`src/rtl/ram_port_arbiter_if.sv`:
```
// ram_port_arbiter_if: host/DMA access port of the RAM arbiter
interface ram_port_arbiter_if;
    logic       host_req;
    logic       host_we;
    logic [7:0] host_addr;
    logic [7:0] host_wdat;
    logic       host_ack;
    logic       host_rvalid;
    logic [7:0] host_rdat;

    modport master (
        output host_req, host_we, host_addr, host_wdat,
        input  host_ack, host_rvalid, host_rdat
    );

    modport slave (
        input  host_req, host_we, host_addr, host_wdat,
        output host_ack, host_rvalid, host_rdat
    );
endinterface

```
`src/rtl/ram_port_arbiter.sv`:
```
// ram_port_arbiter: shares one 8-bit RAM between the CPU memory stage and a host/DMA port
module ram_port_arbiter #(
    parameter int MAX_BURST = 4,
    parameter int HOST_WAIT = 8
) (
    input  logic                      clk,
    input  logic                      rst_,
    input  logic [7:0]                cpu_addr,
    input  logic [7:0]                cpu_wdat,
    input  logic                      cpu_rd_,
    input  logic                      cpu_wr_,
    output logic [7:0]                cpu_rdat,
    output logic                      cpu_stall,
    ram_port_arbiter_if.slave         host,
    output logic [7:0]                ram_addr,
    output logic [7:0]                ram_wdat,
    output logic                      ram_rd_,
    output logic                      ram_wr_,
    input  logic [7:0]                ram_rdat
);
    typedef enum logic {OWN_CPU, OWN_HOST} own_t;

    localparam logic [3:0] MB = 4'(MAX_BURST);
    localparam logic [3:0] HW = 4'(HOST_WAIT);

    own_t       own_q, own_d;
    logic [3:0] wait_cnt_q, wait_cnt_d;
    logic [3:0] burst_cnt_q, burst_cnt_d;
    logic       rvalid_q, rvalid_d;
    logic [7:0] rdat_q, rdat_d;
    logic       cpu_acc, host_go, cpu_go;

    assign cpu_acc          = ~cpu_rd_ | ~cpu_wr_;
    assign cpu_rdat         = ram_rdat;
    assign host.host_rvalid = rvalid_q;
    assign host.host_rdat   = rdat_q;

    // RAM pin steering from the registered owner; strobes are forced inactive while in reset
    always_comb begin
        host_go        = rst_ && own_q == OWN_HOST && host.host_req;
        cpu_go         = rst_ && own_q == OWN_CPU;
        host.host_ack  = host_go;
        cpu_stall      = rst_ && own_q == OWN_HOST && cpu_acc;
        ram_addr       = host_go ? host.host_addr : cpu_addr;
        ram_wdat       = host_go ? host.host_wdat : cpu_wdat;
        ram_wr_        = host_go ? ~host.host_we : ~(cpu_go && ~cpu_wr_);
        ram_rd_        = host_go ? host.host_we  : ~(cpu_go && ~cpu_rd_ && cpu_wr_);
    end

    // Ownership decision: host steals idle slots, is forced in after HOST_WAIT busy cycles, yields after MAX_BURST
    always_comb begin
        own_d       = own_q;
        wait_cnt_d  = wait_cnt_q;
        burst_cnt_d = burst_cnt_q;
        rvalid_d    = host_go && !host.host_we;
        rdat_d      = rvalid_d ? ram_rdat : rdat_q;
        if (own_q == OWN_CPU) begin
            burst_cnt_d = '0;
            if (!host.host_req) begin
                wait_cnt_d = '0;
            end else if (!cpu_acc || wait_cnt_q == HW - 4'd1) begin
                own_d      = OWN_HOST;
                wait_cnt_d = '0;
            end else begin
                wait_cnt_d = wait_cnt_q + 4'd1;
            end
        end else begin
            burst_cnt_d = (host_go && burst_cnt_q != MB) ? burst_cnt_q + 4'd1 : burst_cnt_q;
            if (!host.host_req || (cpu_acc && burst_cnt_d == MB)) begin
                own_d       = OWN_CPU;
                burst_cnt_d = '0;
                wait_cnt_d  = '0;
            end
        end
    end

    // State and host read-data registers
    always_ff @(posedge clk or negedge rst_) begin
        if (!rst_) begin
            own_q       <= OWN_CPU;
            wait_cnt_q  <= '0;
            burst_cnt_q <= '0;
            rvalid_q    <= 1'b0;
            rdat_q      <= '0;
        end else begin
            own_q       <= own_d;
            wait_cnt_q  <= wait_cnt_d;
            burst_cnt_q <= burst_cnt_d;
            rvalid_q    <= rvalid_d;
            rdat_q      <= rdat_d;
        end
    end
endmodule

```
`src/flat_wrapper.sv`:
```
// flat-port wrapper written by rule: the top's interface ports become plain ports
module ram_port_arbiter_flat 
#(
    parameter int MAX_BURST = 4,
    parameter int HOST_WAIT = 8
)
  (clk, rst_, cpu_addr, cpu_wdat, cpu_rd_, cpu_wr_, cpu_rdat, cpu_stall, ram_addr, ram_wdat, ram_rd_, ram_wr_, ram_rdat, host_host_req, host_host_we, host_host_addr, host_host_wdat, host_host_ack, host_host_rvalid, host_host_rdat);
  ram_port_arbiter_if host_i ();
  input  logic clk;
  input  logic rst_;
  input  logic [7:0] cpu_addr;
  input  logic [7:0] cpu_wdat;
  input  logic cpu_rd_;
  input  logic cpu_wr_;
  output logic [7:0] cpu_rdat;
  output logic cpu_stall;
  output logic [7:0] ram_addr;
  output logic [7:0] ram_wdat;
  output logic ram_rd_;
  output logic ram_wr_;
  input  logic [7:0] ram_rdat;
  input wire logic [$bits(host_i.host_req)-1:0] host_host_req;
  input wire logic [$bits(host_i.host_we)-1:0] host_host_we;
  input wire logic [$bits(host_i.host_addr)-1:0] host_host_addr;
  input wire logic [$bits(host_i.host_wdat)-1:0] host_host_wdat;
  output wire logic [$bits(host_i.host_ack)-1:0] host_host_ack;
  output wire logic [$bits(host_i.host_rvalid)-1:0] host_host_rvalid;
  output wire logic [$bits(host_i.host_rdat)-1:0] host_host_rdat;
  assign host_i.host_req = host_host_req;
  assign host_i.host_we = host_host_we;
  assign host_i.host_addr = host_host_addr;
  assign host_i.host_wdat = host_host_wdat;
  assign host_host_ack = host_i.host_ack;
  assign host_host_rvalid = host_i.host_rvalid;
  assign host_host_rdat = host_i.host_rdat;
  ram_port_arbiter #(.MAX_BURST(MAX_BURST), .HOST_WAIT(HOST_WAIT)) u_core (.clk(clk), .rst_(rst_), .cpu_addr(cpu_addr), .cpu_wdat(cpu_wdat), .cpu_rd_(cpu_rd_), .cpu_wr_(cpu_wr_), .cpu_rdat(cpu_rdat), .cpu_stall(cpu_stall), .host(host_i), .ram_addr(ram_addr), .ram_wdat(ram_wdat), .ram_rd_(ram_rd_), .ram_wr_(ram_wr_), .ram_rdat(ram_rdat));
endmodule
```
`config.mk`:
```
export PLATFORM = sky130hd
export DESIGN_NAME = ram_port_arbiter_flat
export DESIGN_NICKNAME = d
export VERILOG_FILES = /design/src/rtl/ram_port_arbiter_if.sv /design/src/rtl/ram_port_arbiter.sv /design/src/flat_wrapper.sv
export SDC_FILE = /design/constraint.sdc
export NUM_CORES = 1
export LEC_CHECK = 0
export ABC_CLOCK_PERIOD_IN_PS = 1500
export BUFFER_PORTS_ARGS = -buffer_cell sky130_fd_sc_hd__buf_2
export CORE_MARGIN = 2
export CORE_UTILIZATION = 39
export CTS_BUF_LIST = sky130_fd_sc_hd__clkbuf_4 sky130_fd_sc_hd__clkbuf_8
export CTS_CLUSTER_SIZE = 24
export DETAILED_ROUTE_END_ITERATION = 12
export GPL_TIMING_DRIVEN = 0
export PLACE_DENSITY = 0.83
export SYNTH_ARGS = -nofsm -noshare
export SYNTH_HDL_FRONTEND = slang
export SYNTH_SLANG_ARGS = --single-unit
```
`constraint.sdc`:
```
create_clock -name clk -period 1.5 [get_ports clk]
set_clock_uncertainty 0.1 [all_clocks]
set_input_delay 0.375 -clock clk [delete_from_list [all_inputs] [get_ports clk]]
set_output_delay 0.375 -clock clk [all_outputs]
set_load 0.01 [all_outputs]
```
Yosys cells after proc, flatten, opt, wreduce, memory -nomap -nowiden --
Cells that the tools add are included.
Storage, ports and cells: flip-flop bits (word level) 18, bits in latches 0, memory bits (writable) 0, bits in read-only memories 0, output and inout bits 37, memories 0
Cells by class: add/subtract/negate cells 2, multiply operators 0, divide/modulo/power cells 0, magnitude comparators 0, equal/unequal tests 4, shift operators 0, multiplexer cells 15, bitwise operators 7, reduce and logical (&&, ||, !) cells 15
Operators with widths (number):
- 4-bit 2-to-1 mux | 7
- 8-bit 2-to-1 mux | 2
- 1-bit logical AND | 10
- 4-bit by 1-bit adder with 4-bit output, second input constant | 2
- 4-bit by 3-bit equality test with 1-bit output, second input constant | 2
- 1-bit 2-to-1 mux | 6
- 1-bit NOT | 6
- 4-bit by 3-bit != test with 1-bit output, second input constant | 1
- 1-bit zero test | 3
- 1-bit logical OR | 2
- 2-bit != test, second input constant | 1
- 1-bit bitwise OR | 1

Depth between registers and ports, before layout --
depth after elaboration 9, mapped depth 7, depth with buffers taken out 6

Least setup slack after synthesis --
Ideal clock, no wire load.
path type reg2reg, from reg u_core.burst_cnt_q[0], to reg u_core.wait_cnt_q[2], library setup time 0.126 ns, arrival time 1.366 ns, required time 1.274 ns, slack -0.091 ns, cell stages (with the launch flop) 7, path buffers 0, period minus slack after synthesis 1.591 ns, path through dfrtp_1 > inv_1 > ha_1 > nor2b_1 > nand4_1 > o211ai_4 > o21ai_2
On the way: word-level cells in the longest chain between the ends 7, elaborated cells on any way between the ends 8
Ends and longest elaborated chain:
- from (decl) | line ram_port_arbiter.sv:28 | logic [3:0] burst_cnt_q, burst_cnt_d;
- from (signal assigned) | line ram_port_arbiter.sv:88 | burst_cnt_q <= burst_cnt_d;
- branches (longest 2 deep; another with 4-bit by 1-bit adder with 4-bit output)
- 4-bit 2-to-1 mux (*) | line ram_port_arbiter.sv:68 | burst_cnt_d = (host_go && burst_cnt_q != MB) ? burst_cnt_q + 4'd1 : burst_cnt_q;
- 4-bit by 3-bit equality test with 1-bit output (*) | line ram_port_arbiter.sv:69 | if (!host.host_req || (cpu_acc && burst_cnt_d == MB)) begin
- 1-bit logical AND (*) | line ram_port_arbiter.sv:69
- 1-bit logical OR (*) | line ram_port_arbiter.sv:69
- 2-bit != test (no line) (*)
- to (signal assigned) | line ram_port_arbiter.sv:87 | wait_cnt_q <= wait_cnt_d;
- to (decl) | line ram_port_arbiter.sv:27 | logic [3:0] wait_cnt_q, wait_cnt_d;
Every way passes the cells marked *. A chain may end at the register's enable or synchronous reset.

Worst setup path in the final report --
from reg u_core.own_q, to out ram_wdat[1]
On the way: word-level cells in the longest chain between the ends 3
Ends and longest elaborated chain:
- from (decl) | line ram_port_arbiter.sv:26 | own_t own_q, own_d;
- from (signal assigned) | line ram_port_arbiter.sv:86 | own_q <= own_d;
- 1-bit logical AND (2 in series) | line ram_port_arbiter.sv:40 | host_go = rst_ && own_q == OWN_HOST && host.host_req;
- 8-bit 2-to-1 mux | line ram_port_arbiter.sv:45 | ram_wdat = host_go ? host.host_wdat : cpu_wdat;
- to (decl) | line flat_wrapper.sv:18 | output logic [7:0] ram_wdat;
Every way passes these cells.

==> metrics.yaml <==
worstHoldPathType: "primary input to register"
insertion_delay_ns: 0.30
synth_cell_type_count: 34
syn_nets: 200
synth_enable_flop_cells: 0
worst_setup_path_startpoint: "u_core.own_q"
fin_ws_ns: -0.379
post_route_cells_drive_above_1_share_pct: 65.1
min-delay-start: "ram_rdat[1]"
cp.arrival_ns: 1.40
grtUsageTotal_pct: 16.8
max_root_sink_buffers: 2
crit_path_category: "register to output pin"
final.hold.worst_slack_ns: 0.224
critical_path_source_type: "register"
report.final.setup_viol: 28
areaGrowthSynthToFinish_pct: 68.1
clock-sinks: 18
syn-mean-instance-area_um2: 8.52
ir_worst_vdd_v: 0.000774
gp_congestion: 0.734
die-area_um2: 3770
fraction_of_the_yosys_area_taken_by_sequential_cells_pct: 35.0
routed_wire_length_per_instance_um: 14.7
firstDrtPassIters: 4
htreeDepth: 1
die_w_um: 61.4
fill_cell_count: 225
route.vias.total: 1473
worst_r2r_startpoint: "u_core.burst_cnt_q[1]"
core.rowCount: 20
layout_worst_path_cycle_share_pct: 125
post_route_drc: 0
max_cap_viol_count: 0
most_common_cell_in_the_netlist: "nand2_1"
drt.antenna.violating_nets: 0
setup_repair_after_global_routing_missed_its_margin: "true"
final_max_slew_viol_count: 0
synth.ff_latch_count: 18
netlist_area_um2: 1290
synthDominantCellAreaShare_pct: 35.0
required_ns: 1.02
grt_pass1_vias: 1176
first_pass_grt_wire_length_um: 4740
grt_overflow_total: 0
run_status: "complete, but fails checks"
layout_net_count: 305
yosys-top-cells-count: "53 x nand2_1, 18 x dfrtp_1, 9 x buf_4, 9 x nor2_1"
slew_headroom_pct: 45.5
initial_drc_count: 58
num_antenna_cells: 0
initial_utilization_pct: 41.5
final_wirelength_um: 4390
clock_tree_from_tritoncts: "yes"
power.total_mw: 1.37
io_pins: 83
synth_largest_area_cell: "dfrtp_1"
yosysWarningCount: 0
ys_top_cells_by_area: "dfrtp_1 35%, nand2_1 15%, mux2_2 7.0%"
ys_dominant_reg_cell: "dfrtp_1"
cts_made_buffers: 3
grt_start_max_net_pins: 19
violations: "negative setup slack"
p_per_area_nw_per_um2: 632
share_of_async_settable_or_async_resettable_flops_after_synthesis_pct: 100
critical_path_peak_fanout: 5
clock-root-buffer: "clkbuf_4"
hold_violations: 0
p_leak_nw: 1.17
dieHeight_um: 61.4
hpwlAfterDp_um: 2420
fmax_mhz: 532
antenna_found_initial: 0
fp.coreArea_um2: 3100
syn_inst_count: 151
routed_via_density: 4.93
timing_worst_slew_pin_value_ns: 0.818
register_clock_pin_slew_on_the_reported_worst_setup_and_hold_paths_ns: 0.10
capturing_element_type_of_the_critical_path: "output pin"
post-route-min-period_ns: 1.88
buffer_ports.inserted: 82
routing by layer:
| metal | GRT usage, % | up-vias | part of all wire [%] |
|---|---|---|---|
| li1 | - | 693 | - |
| met1 | 17.0 | 698 | 37 |
| met2 | 35.0 | 72 | 52 |
| met3 | 1.47 | 10 | 7.9 |
| met4 | 5.47 | 0 | 2.4 |
| met5 | 0 | - | 0 |
worst max-delay path: stages (launching register included):
cell and delay (ns):
dfrtp_1 0.42, nand3_4 0.12, inv_4 0.08, buf_6 0.11
buf_6 0.13, nand2_2 0.05, nand2_1 0.06, buf_2 0.13
placed cells by master, fill, tap and decap left out, drive strengths merged, types with 2 or more instances in the layout:
cell,instances
buf,112
nand2,53
clkbuf,4
nor2,10
mux2,8
nand3b,2
nand3,5
inv,8
ha,3
and2,2
a21oi,2
and3,2
dfrtp,18
o21ai,8
nor2b,3
xor2,2
final timing paths:
path                                             to  slack, ns  depth (start not counted)
min in group asynchronous      u_core.wait_cnt_q[1]       0.28                          2
setup reg to reg               u_core.wait_cnt_q[2]      -0.12                          6
hold reg to reg            u_core.host.host_rdat[5]       0.41                          1
hold / removal             u_core.host.host_rdat[1]       0.22                          2
setup / recovery                        ram_wdat[1]      -0.38                          7
max in group asynchronous     u_core.burst_cnt_q[0]       0.46                          2
timing repair:
| action | CTS | global route |
|---|---|---|
| hold buffers | 1 | 0 |
| endpoints found under the hold margin | 18 | 0 |
| pin swaps | 21 | 20 |
| setup buffers | 7 | 8 |
| gates resized for setup | 24 | 36 |
| cloned | 3 | 0 |
| endpoints found under the setup margin | 34 | 47 |
cell families (layout without fill, tap and decap cells):
group / after synthesis / in the layout / synth area share [%]
buffers and inverters: 21 / 125 / 10.1
DFF: 18 / 18 / 35.0
AOI/OAI and AO/OA: 15 / 15 / 11.7
xor gates and xnor gates: 3 / 3 / 2.04
adders and majority gates: 3 / 3 / 2.92
muxes: 9 / 9 / 7.78
and+or+nand+nor: 82 / 82 / 30.4
cell type report:
cell class              instances  area, µm²  area share [%]
plain buffers                  12        109            5.03
clock buffers                   4       36.3            1.68
inverters                       8       32.5            1.50
multi-input cells             112        833            38.5
flip-flops and latches         18        453            20.9
well taps                      44       55.1            2.55
repair buffers                101        643            29.7
stage by stage:
stage / instance area [µm²] / TNS (ns) / instances / util, % / worst slack (ns)
floorplan: 1310 / -0.115 / 151 / - / -0.0375
global placement: 1770 / -15.70 / 277 / 57.2 / -0.589
detailed placement: 1770 / -16.13 / 277 / 57.2 / -0.602
CTS: 1960 / -7.12 / 292 / 63.1 / -0.378
global route: 2160 / -9.24 / 299 / 69.7 / -0.471
finish: 2160 / -7.32 / 299 / 69.7 / -0.379
power breakdown:
| group | switching [mW] | leakage [nW] | internal (mW) |
|---|---|---|---|
| Clock | 0.151 | 0.0210 | 0.148 |
| Combinational | 0.229 | 0.915 | 0.255 |
| Sequential | 0.0348 | 0.233 | 0.548 |
sequential cells by signal, summed over array words and instances (netlist names):
register                 cells
u_core.wait_cnt_q            4
u_core.burst_cnt_q           4
u_core.host.host_rvalid      1
u_core.host.host_rdat        8
u_core.own_q                 1
Note: power is estimated with default switching activity, not from simulation.
